### src/rtl/instr_fetch_ctrl_if.sv
// Fetch-side bus bundle: fetch control, instruction memory port and the decode handshake.
interface instr_fetch_ctrl_if #(
  parameter int ADDR_WIDTH  = 32,
  parameter int INSTR_WIDTH = 32,
  parameter int FIFO_DEPTH  = 4
);
  localparam int CW = $clog2(FIFO_DEPTH) + 1;

  logic                   fetch_en;
  logic                   redirect_valid;
  logic [ADDR_WIDTH-1:0]  redirect_pc;
  logic [ADDR_WIDTH-1:0]  F_PC;
  logic [INSTR_WIDTH-1:0] im_instr;
  logic                   out_valid;
  logic [INSTR_WIDTH-1:0] out_instr;
  logic [ADDR_WIDTH-1:0]  out_pc;
  logic                   out_ready;
  logic                   halted;
  logic [CW-1:0]          fifo_count;

  modport master (
    input  fetch_en, redirect_valid, redirect_pc, im_instr, out_ready,
    output F_PC, out_valid, out_instr, out_pc, halted, fifo_count
  );

  modport slave (
    output fetch_en, redirect_valid, redirect_pc, im_instr, out_ready,
    input  F_PC, out_valid, out_instr, out_pc, halted, fifo_count
  );
endinterface

### src/rtl/instr_fetch_ctrl.sv
// Instruction fetch sequencer: drives F_PC, buffers {pc, instr} in a prefetch FIFO,
// and handles backpressure, redirect flush, fetch enable and halt-on-sentinel.
//
// state   | meaning
// IDLE    | fetch disabled, F_PC holds, FIFO drains
// FETCH   | one capture per cycle while FIFO has room (or is popping)
// HALTED  | sentinel captured; waits for redirect, FIFO drains
module instr_fetch_ctrl #(
  parameter int                     ADDR_WIDTH  = 32,
  parameter int                     INSTR_WIDTH = 32,
  parameter int                     FIFO_DEPTH  = 4,
  parameter logic [ADDR_WIDTH-1:0]  RESET_PC    = '0,
  parameter logic [INSTR_WIDTH-1:0] HALT_WORD   = 32'hFFFF_FFFF
) (
  input logic               clk,
  input logic               reset_n,
  instr_fetch_ctrl_if.master bus
);
  localparam int CW = $clog2(FIFO_DEPTH) + 1;
  localparam int PW = $clog2(FIFO_DEPTH);

  typedef enum logic [1:0] {IDLE, FETCH, HALTED} state_t;

  state_t                 state;
  logic [ADDR_WIDTH-1:0]  f_pc;
  logic                   halted;
  logic [CW-1:0]          count;
  logic [PW-1:0]          rd_ptr;
  logic [PW-1:0]          wr_ptr;
  logic [ADDR_WIDTH-1:0]  mem_pc    [FIFO_DEPTH];
  logic [INSTR_WIDTH-1:0] mem_instr [FIFO_DEPTH];
  logic [ADDR_WIDTH-1:0]  last_pc;
  logic [INSTR_WIDTH-1:0] last_instr;

  logic out_valid;
  logic pop;
  logic push;

  assign out_valid = (count != '0);
  assign pop       = out_valid && bus.out_ready && !bus.redirect_valid;
  assign push      = (state == FETCH) && !bus.redirect_valid &&
                     ((count < CW'(FIFO_DEPTH)) || pop);

  always_ff @(posedge clk or negedge reset_n) begin
    if (!reset_n) begin
      state      <= IDLE;
      f_pc       <= RESET_PC;
      halted     <= 1'b0;
      count      <= '0;
      rd_ptr     <= '0;
      wr_ptr     <= '0;
      last_pc    <= '0;
      last_instr <= '0;
      for (int i = 0; i < FIFO_DEPTH; i++) begin
        mem_pc[i]    <= '0;
        mem_instr[i] <= '0;
      end
    end else if (bus.redirect_valid) begin
      // Flush beats everything, including a halt word on im_instr this cycle.
      count  <= '0;
      rd_ptr <= '0;
      wr_ptr <= '0;
      f_pc   <= bus.redirect_pc;
      halted <= 1'b0;
      state  <= bus.fetch_en ? FETCH : IDLE;
    end else begin
      if (push) begin
        mem_pc[wr_ptr]    <= f_pc;
        mem_instr[wr_ptr] <= bus.im_instr;
        wr_ptr            <= wr_ptr + PW'(1);
        f_pc              <= f_pc + ADDR_WIDTH'(1);
      end
      if (pop) begin
        rd_ptr     <= rd_ptr + PW'(1);
        last_pc    <= mem_pc[rd_ptr];
        last_instr <= mem_instr[rd_ptr];
      end
      case ({push, pop})
        2'b10:   count <= count + CW'(1);
        2'b01:   count <= count - CW'(1);
        default: count <= count;
      endcase
      case (state)
        IDLE: begin
          if (bus.fetch_en) state <= FETCH;
        end
        FETCH: begin
          if (push && (bus.im_instr == HALT_WORD)) begin
            state  <= HALTED;
            halted <= 1'b1;
          end else if (!bus.fetch_en) begin
            state <= IDLE;
          end
        end
        HALTED:  state <= HALTED;
        default: state <= IDLE;
      endcase
    end
  end

  assign bus.F_PC       = f_pc;
  assign bus.halted     = halted;
  assign bus.fifo_count = count;
  assign bus.out_valid  = out_valid;
  assign bus.out_pc     = out_valid ? mem_pc[rd_ptr]    : last_pc;
  assign bus.out_instr  = out_valid ? mem_instr[rd_ptr] : last_instr;
endmodule

### src/flat_wrapper.sv
// flat-port wrapper written by rule: the top's interface ports become plain ports
module instr_fetch_ctrl_flat 
#(
  parameter int                     ADDR_WIDTH  = 32,
  parameter int                     INSTR_WIDTH = 32,
  parameter int                     FIFO_DEPTH  = 4,
  parameter logic [ADDR_WIDTH-1:0]  RESET_PC    = '0,
  parameter logic [INSTR_WIDTH-1:0] HALT_WORD   = 32'hFFFF_FFFF
)
  (clk, reset_n, bus_fetch_en, bus_redirect_valid, bus_redirect_pc, bus_im_instr, bus_out_ready, bus_F_PC, bus_out_valid, bus_out_instr, bus_out_pc, bus_halted, bus_fifo_count);
  instr_fetch_ctrl_if #(.ADDR_WIDTH(ADDR_WIDTH), .INSTR_WIDTH(INSTR_WIDTH), .FIFO_DEPTH(FIFO_DEPTH)) bus_i ();
  input logic clk;
  input logic reset_n;
  input wire logic [$bits(bus_i.fetch_en)-1:0] bus_fetch_en;
  input wire logic [$bits(bus_i.redirect_valid)-1:0] bus_redirect_valid;
  input wire logic [$bits(bus_i.redirect_pc)-1:0] bus_redirect_pc;
  input wire logic [$bits(bus_i.im_instr)-1:0] bus_im_instr;
  input wire logic [$bits(bus_i.out_ready)-1:0] bus_out_ready;
  output wire logic [$bits(bus_i.F_PC)-1:0] bus_F_PC;
  output wire logic [$bits(bus_i.out_valid)-1:0] bus_out_valid;
  output wire logic [$bits(bus_i.out_instr)-1:0] bus_out_instr;
  output wire logic [$bits(bus_i.out_pc)-1:0] bus_out_pc;
  output wire logic [$bits(bus_i.halted)-1:0] bus_halted;
  output wire logic [$bits(bus_i.fifo_count)-1:0] bus_fifo_count;
  assign bus_i.fetch_en = bus_fetch_en;
  assign bus_i.redirect_valid = bus_redirect_valid;
  assign bus_i.redirect_pc = bus_redirect_pc;
  assign bus_i.im_instr = bus_im_instr;
  assign bus_i.out_ready = bus_out_ready;
  assign bus_F_PC = bus_i.F_PC;
  assign bus_out_valid = bus_i.out_valid;
  assign bus_out_instr = bus_i.out_instr;
  assign bus_out_pc = bus_i.out_pc;
  assign bus_halted = bus_i.halted;
  assign bus_fifo_count = bus_i.fifo_count;
  instr_fetch_ctrl #(.ADDR_WIDTH(ADDR_WIDTH), .INSTR_WIDTH(INSTR_WIDTH), .FIFO_DEPTH(FIFO_DEPTH), .RESET_PC(RESET_PC), .HALT_WORD(HALT_WORD)) u_core (.clk(clk), .reset_n(reset_n), .bus(bus_i));
endmodule
### config.mk
export PLATFORM = sky130hd
export DESIGN_NAME = instr_fetch_ctrl_flat
export DESIGN_NICKNAME = d
export VERILOG_FILES = /design/src/rtl/instr_fetch_ctrl_if.sv /design/src/rtl/instr_fetch_ctrl.sv /design/src/flat_wrapper.sv
export SDC_FILE = /design/constraint.sdc
export NUM_CORES = 1
export LEC_CHECK = 0
export CAP_MARGIN = 30
export CORE_MARGIN = 5
export CORE_UTILIZATION = 54
export CTS_BUF_LIST = sky130_fd_sc_hd__clkbuf_2
export DETAILED_ROUTE_END_ITERATION = 10
export GPL_TIMING_DRIVEN = 0
export MAX_ROUTING_LAYER = met4
export PLACE_DENSITY = 0.81
export SYNTH_ARGS = -nofsm -noshare
export SYNTH_HDL_FRONTEND = slang
export SYNTH_SLANG_ARGS = --single-unit
### constraint.sdc
create_clock -name clk -period 1.8 [get_ports clk]
set_input_delay 0.27 -clock clk [delete_from_list [all_inputs] [get_ports clk]]
set_output_delay 0.27 -clock clk [all_outputs]
set_load 0.02 [all_outputs]
==> results.ini, run 1 <==
[logic_synthesis]
synth_top_cell_by_area=dfrtp_1
synth_edf_count=0
postSynthAreaPerCell_um2=13.1
synth_ff_type=dfrtp_1
synth_nets=1366
synth_area_um2=16900
syn_inst=1291
yosysTopAreaCellShare_pct=53.6
netlist_top_cells_area=dfrtp_1 (54%), mux2_2 (21%), mux4_2 (8.5%)
seq_area_frac_synth_pct=53.6
ys_warn_count=0
ys_async_sr_fraction_pct=100
ys_types=47
synth_seq_cells=362

[floorplan]
die_height_um=187
num_io_pins=170
rows=64
fp.dieW_um=187
core-area_um2=30700
die-area_um2=34900
initial_core_util_pct=55.0

[sta]
slew_headroom_pct=45.9
maxSlewViolCount=0
timing.final.crit_share_pct=180
fin_ws_ns=-1.43
worst_pin_slew_ns=0.812
rsz0062_at_grt=true
finalClockSkew_ns=0.0873
final.min_clock_period_ns=3.23
setup_viol=445
max_freq_ghz=0.309
timing.final.hold_violations=0

[place]
gp_congestion=0.862
post-place-cells=1859
place.port_buffers=168
place_hpwl_um=29100

[clock_tree]
clkTransAtPathRegs_ns=0.14
cts_buffer_depth=3
cts_tree=done
cts_root_buffer=clkbuf_2
cts_buffers=92
cts.sinks=362
clk_latency_ns=1.00
h-tree-depth=3

[drt]
detail_route.wl_per_cell_um=30.2
drt-total-wl_um=68000
vias=14947
drt_pass1_iterations=7
route.detailed.drc=0
drt_iter0_drc=1820
postRouteAntennaNets=0
vias_per_cell=6.65

[critical_path]
critPathLaunchType=flop
critPathRequiredTime_ns=1.53
crit_path_end_kind=output port
crit_arrival_ns=2.96
worstReg2RegStart=u_core.bus.fifo_count[2]
r2r_slack_ns=-0.50
worstPathMaxFanout=6
reg2reg_depth=9
endpoint=bus_out_pc[10]
critPathKind=reg -> out
worstReg2RegEnd=u_core.bus.F_PC[16]
critPathLaunch=u_core.rd_ptr[0]

[finish]
nets=1860
final_util_pct=82.3
area_growth_pct=49.7
drive_gt1_share_pct=56.1
fin_cells=2248
final_cell_mix=dfrtp_1 (331), mux2_4 (291), nand2_1 (193)
final_common_cell=dfrtp_1

[grt]
grt_pass1_wl_um=77400
grtUsageTotal_pct=28.6
overflow=0
grt_pass1_vias=13807
grt_max_degree=103
antenna_found_initial=4

[pwr]
cellPowerDensity_nw_per_um2=1420
p_leak_nw=11.6
ir_drop_v=0.00111

[hold_path]
min_path_type=in -> reg

[outcome]
outcome=finished, violations left
violations=negative setup slack

[run]
max_cap_violations=0

[cell usage after synthesis (2+ instances only)]
cell      number
dfrtp_1      362
mux2_2       321
nand2_1      214
mux4_2        64
clkbuf_1      42
nand3_1       28
nand4_1       28
buf_4         24
nor2_1        23
buf_2         21
o31ai_1       16
o21ai_0       13
or4_1         13
a31oi_1       12
nor2b_1       12
inv_1          8
and3_1         7
a22oi_1        6
nor3_1         6
nor4_1         6
o211ai_1       6
a21oi_1        5
and2_1         5
buf_1          5
ha_1           5
xnor2_1        5
xor2_1         5
or3_1          4
and4_1         3
nand2b_1       2
nor3b_1        2
o41ai_1        2
or2_2          2
[report_power, final]
part	internal [mW]	switching [mW]
logic	9.46	7.28
clock network	2.23	3.69
registers	11.1	2.25
[what timing repair did]
item | in CTS | in global routing
gates cloned | 13 | 32
hold endpoints to repair | 321 | 0
hold buffers | 35 | 0
resized for setup | 682 | 562
endpoints found under the setup margin | 446 | 531
setup buffers | 75 | 93
pin swaps | 9 | 61
[sequential cells by signal (all words and copies together) (netlist names), 2 cells and up]
name	cells
u_core.bus.F_PC	32
u_core.bus.fifo_count	3
u_core.last_instr	32
u_core.last_pc	32
u_core.mem_instr	128
u_core.mem_pc	128
u_core.rd_ptr	2
u_core.state	2
u_core.wr_ptr	2
[worst min path at each step]
| stage | start | end | slack (ns) | depth (start not counted) |
|---|---|---|---|---|
| 5_1_grt | bus_im_instr[10] | u_core.mem_instr[10] | 0.06 | 2 |
| 4_1_cts | bus_im_instr[26] | u_core.mem_instr[90] | 0.007 | 2 |
| 3_5_place_dp | reset_n | u_core.last_pc[26] | 0.31 | 1 |
| 3_3_place_gp | u_core.last_pc[30] | u_core.last_pc[30] | 0.45 | 2 |
| 6_report | bus_redirect_pc[31] | u_core.bus.F_PC[31] | 0.04 | 3 |
| 2_1_floorplan | reset_n | u_core.bus.F_PC[0] | -0.03 | 0 |
[worst max-delay path, cell delays in order, from the launching register on]
cell,delay (ns)
dfrtp_2,0.50
buf_12,0.19
buf_12,0.14
buf_12,0.10
mux4_2,0.59
mux2_4,0.30
buf_6,0.13
[stage by stage]
stage | hold WS, ns | area (µm²) | worst slack (ns) | setup TNS [ns] | total power [mW]
finish | 0.0433 | 25300 | -1.43 | -187.10 | 36.0
detailed placement | 0.307 | 19400 | -1.07 | -273.41 | 24.7
floorplan | -0.0256 | 17200 | -0.0816 | -2.77 | 20.2
global placement | 0.453 | 19300 | -16.31 | -5720.38 | 24.2
CTS | 0.00673 | 22000 | -1.33 | -127.87 | 31.3
global route | 0.0559 | 25300 | -1.47 | -192.12 | 37.2
[cells by family after synthesis]
family	synth area share, %
AO/OA/AOI/OAI	2.64
buffers and inverters	3.01
adder cells (fa/ha/maj)	0.489
multiplexers	30.0
XOR/XNOR	0.518
AND/OR/NAND/NOR	9.76
flip-flops	53.6
[layout make-up]
cell class | instances | area, µm²
diodes | 5 | 12.5
plain buffers | 86 | 1140
clock buffers | 146 | 731
clock inverters | 10 | 70.1
fillers | 1351 | 5440
inverters | 8 | 30.0
multi-input cells | 828 | 8970
flip-flops and latches | 362 | 9100
well taps | 396 | 495
repair buffers | 407 | 4760
[per-layer routing]
layer / vias to the layer above / share of wire (%) / track usage [%]
met1: 7480 / 35 / 36.8
met2: 1286 / 47 / 44.9
met4: 0 / 7.2 / 11.1
met3: 463 / 10 / 6.10
met5: - / 0 / -
li1: 5718 / - / -
Power figures use the tool's default switching activity.
==> run 2, diff against run 1 <==
- CORE_ASPECT_RATIO: not set -> 1.25
- CORE_MARGIN: 5 -> 1
==> run 2 against run 1 <==
Net effect: the run ends with negative hold slack, negative setup slack left; sequential power decreased by 3%; die area down 8.4%; hold slack got worse by 0.046 ns; final area is 6.4% lower; sequential share of layout area is 2.5 points higher; flip-flop and latch count did not move; cell count fell by 2.3%; largest cell class unchanged; largest power group unchanged; highest routed layer unchanged.
==> results.ini, run 2 (synthesis gave the netlist of run 1 again) <==
[sta]
max_freq_ghz=0.319
finalClockSkew_ns=0.129
final.min_clock_period_ns=3.14
timing.final.hold_violations=2
hold_ws_ns=-0.00296
maxSlewViolCount=0
slew_headroom_pct=43.7
setup_viol=460
rsz0062_at_grt=true
fin_ws_ns=-1.34
timing.final.crit_share_pct=174
worst_pin_slew_ns=0.841

[grt]
grt_pass1_vias=13594
grt_pass1_wl_um=75200
grtUsageTotal_pct=31.7
grt_max_degree=124
antenna_found_initial=1
overflow=0

[clock_tree]
clk_latency_ns=1.05
cts_tree=done
h-tree-depth=3
cts_buffer_depth=3
cts_root_buffer=clkbuf_2
clkTransAtPathRegs_ns=0.15
cts_buffers=89
cts.sinks=362

[finish]
drive_gt1_share_pct=52.0
fin_cells=2197
final_common_cell=dfrtp_1
area_growth_pct=40.2
final_cell_mix=dfrtp_1 (329), nand2_1 (214), mux2_2 (181)
reg.largest.list=u_core.mem_instr x128, u_core.mem_pc x128
fill_cells=1732
nets=1805

[floorplan]
num_io_pins=170
rows=72
core-area_um2=30900
die_height_um=200
die-area_um2=32000
fp.dieW_um=160
initial_core_util_pct=54.7

[drt]
detail_route.wl_per_cell_um=26.1
vias_per_cell=6.29
drt-total-wl_um=57300
drt_pass1_iterations=5
drt_iter0_drc=1403
route.detailed.drc=0
postRouteAntennaNets=0
vias=13826

[critical_path]
crit_arrival_ns=2.87
critPathLaunchType=flop
worstPathMaxFanout=6
critPathKind=reg -> out
critPathRequiredTime_ns=1.53
crit_path_end_kind=output port

[place]
gp_congestion=0.889
post-place-ws_ns=-1.08
post-place-cells=1870
place.port_buffers=168
place_hpwl_um=28500

[hold_path]
min_path_type=in -> reg

[pwr]
power.share.switching_pct=34.8
cellPowerDensity_nw_per_um2=1440
clockPowerShare_pct=16.7
ir_drop_v=0.00113
intPower_mw=22.2
p_leak_nw=10.8
p_sw_mw=11.9
sequentialPowerShare_pct=38.0
p_comb_share_pct=45.3

[outcome]
outcome=finished, violations left
violations=negative hold slack, negative setup slack

[run]
max_cap_violations=0

run 2: changes by cell type in the layout (fill, tap and decap cells not counted), moves of 10 or more:
cell / previous run / this run
clkbuf_2: 153 / 137
nand2_1: 193 / 214
buf_12: 53 / 40
clkinv_1: 5 / 15
buf_2: 16 / 5
nand2_2: 15 / 0
mux2_4: 291 / 140
buf_6: 142 / 120
mux2_2: 30 / 181
run 2: worst paths after layout:
kind	from	endpoint	slack (ns)	depth (start not counted)
setup / recovery	u_core.rd_ptr[0]	bus_out_instr[1]	-1.34	6
hold / removal	bus_redirect_pc[31]	u_core.bus.F_PC[31]	-0.003	3
setup reg to reg	u_core.bus.fifo_count[2]	u_core.mem_pc[9]	-0.85	12
hold reg to reg	u_core.last_pc[9]	u_core.last_pc[9]	0.49	2
max in group asynchronous	reset_n	u_core.mem_pc[61]	0.24	5
min in group asynchronous	reset_n	u_core.rd_ptr[0]	0.47	4
run 2: per-stage QoR:
step                      util [%]  power (mW)  TNS (ns)  instance area (µm²)
after floorplan                  -        20.2     -2.77                17200
after global placement        62.6        24.2  -5701.99                19300
after detailed placement      62.9        24.6   -281.74                19400
after CTS                     70.5        31.0   -125.74                21800
after global routing          76.7        35.6   -339.08                23700
final                         76.7        34.1   -323.81                23700
run 2: worst max-delay path: stages, from the launching register on:
cell and delay [ns]:
dfrtp_2 0.50, buf_12 0.19, buf_12 0.12, buf_4 0.10
mux4_2 0.50, mux2_4 0.28, buf_6 0.13
run 2: layout make-up:
| cell class | instances | area, µm² | share of cell area [%] |
|---|---|---|---|
| Sequential cell | 362 | 9100 | 38.4 |
| Multi-Input combinational cell | 828 | 8130 | 34.3 |
| Timing Repair Buffer | 351 | 4020 | 17.0 |
| Buffer | 90 | 1110 | 4.70 |
| Clock buffer | 129 | 646 | 2.72 |
| Tap cell | 407 | 509 | 2.15 |
| Clock inverter | 21 | 136 | 0.576 |
| Inverter | 8 | 30.0 | 0.127 |
| Antenna cell | 1 | 2.50 | 0.0106 |
run 2: timing repair:
action,in CTS,in global routing
pin swaps,5,21
setup buffers,71,47
gates resized for setup,641,350
cloned,11,24
hold endpoints to repair,178,0
hold buffers,31,0
setup endpoints to repair,446,447
run 2: layer usage:
metal	share of wire, %	track usage (%)	up-vias
li1	-	-	5588
met1	35	36.7	7052
met2	50	53.4	884
met3	8.7	6.30	302
met4	6.5	15.0	0
met5	0	-	-
run 2: power groups by stage:
stage / Sequential [mW] / Combinational (mW) / Clock [mW]
after global routing: 13.2 / 16.3 / 6.14
after global placement: 12.7 / 11.5 / 0
final: 13.0 / 15.5 / 5.69
after floorplan: 12.4 / 7.83 / 0
after CTS: 12.6 / 12.8 / 5.56
after detailed placement: 12.9 / 11.8 / 0
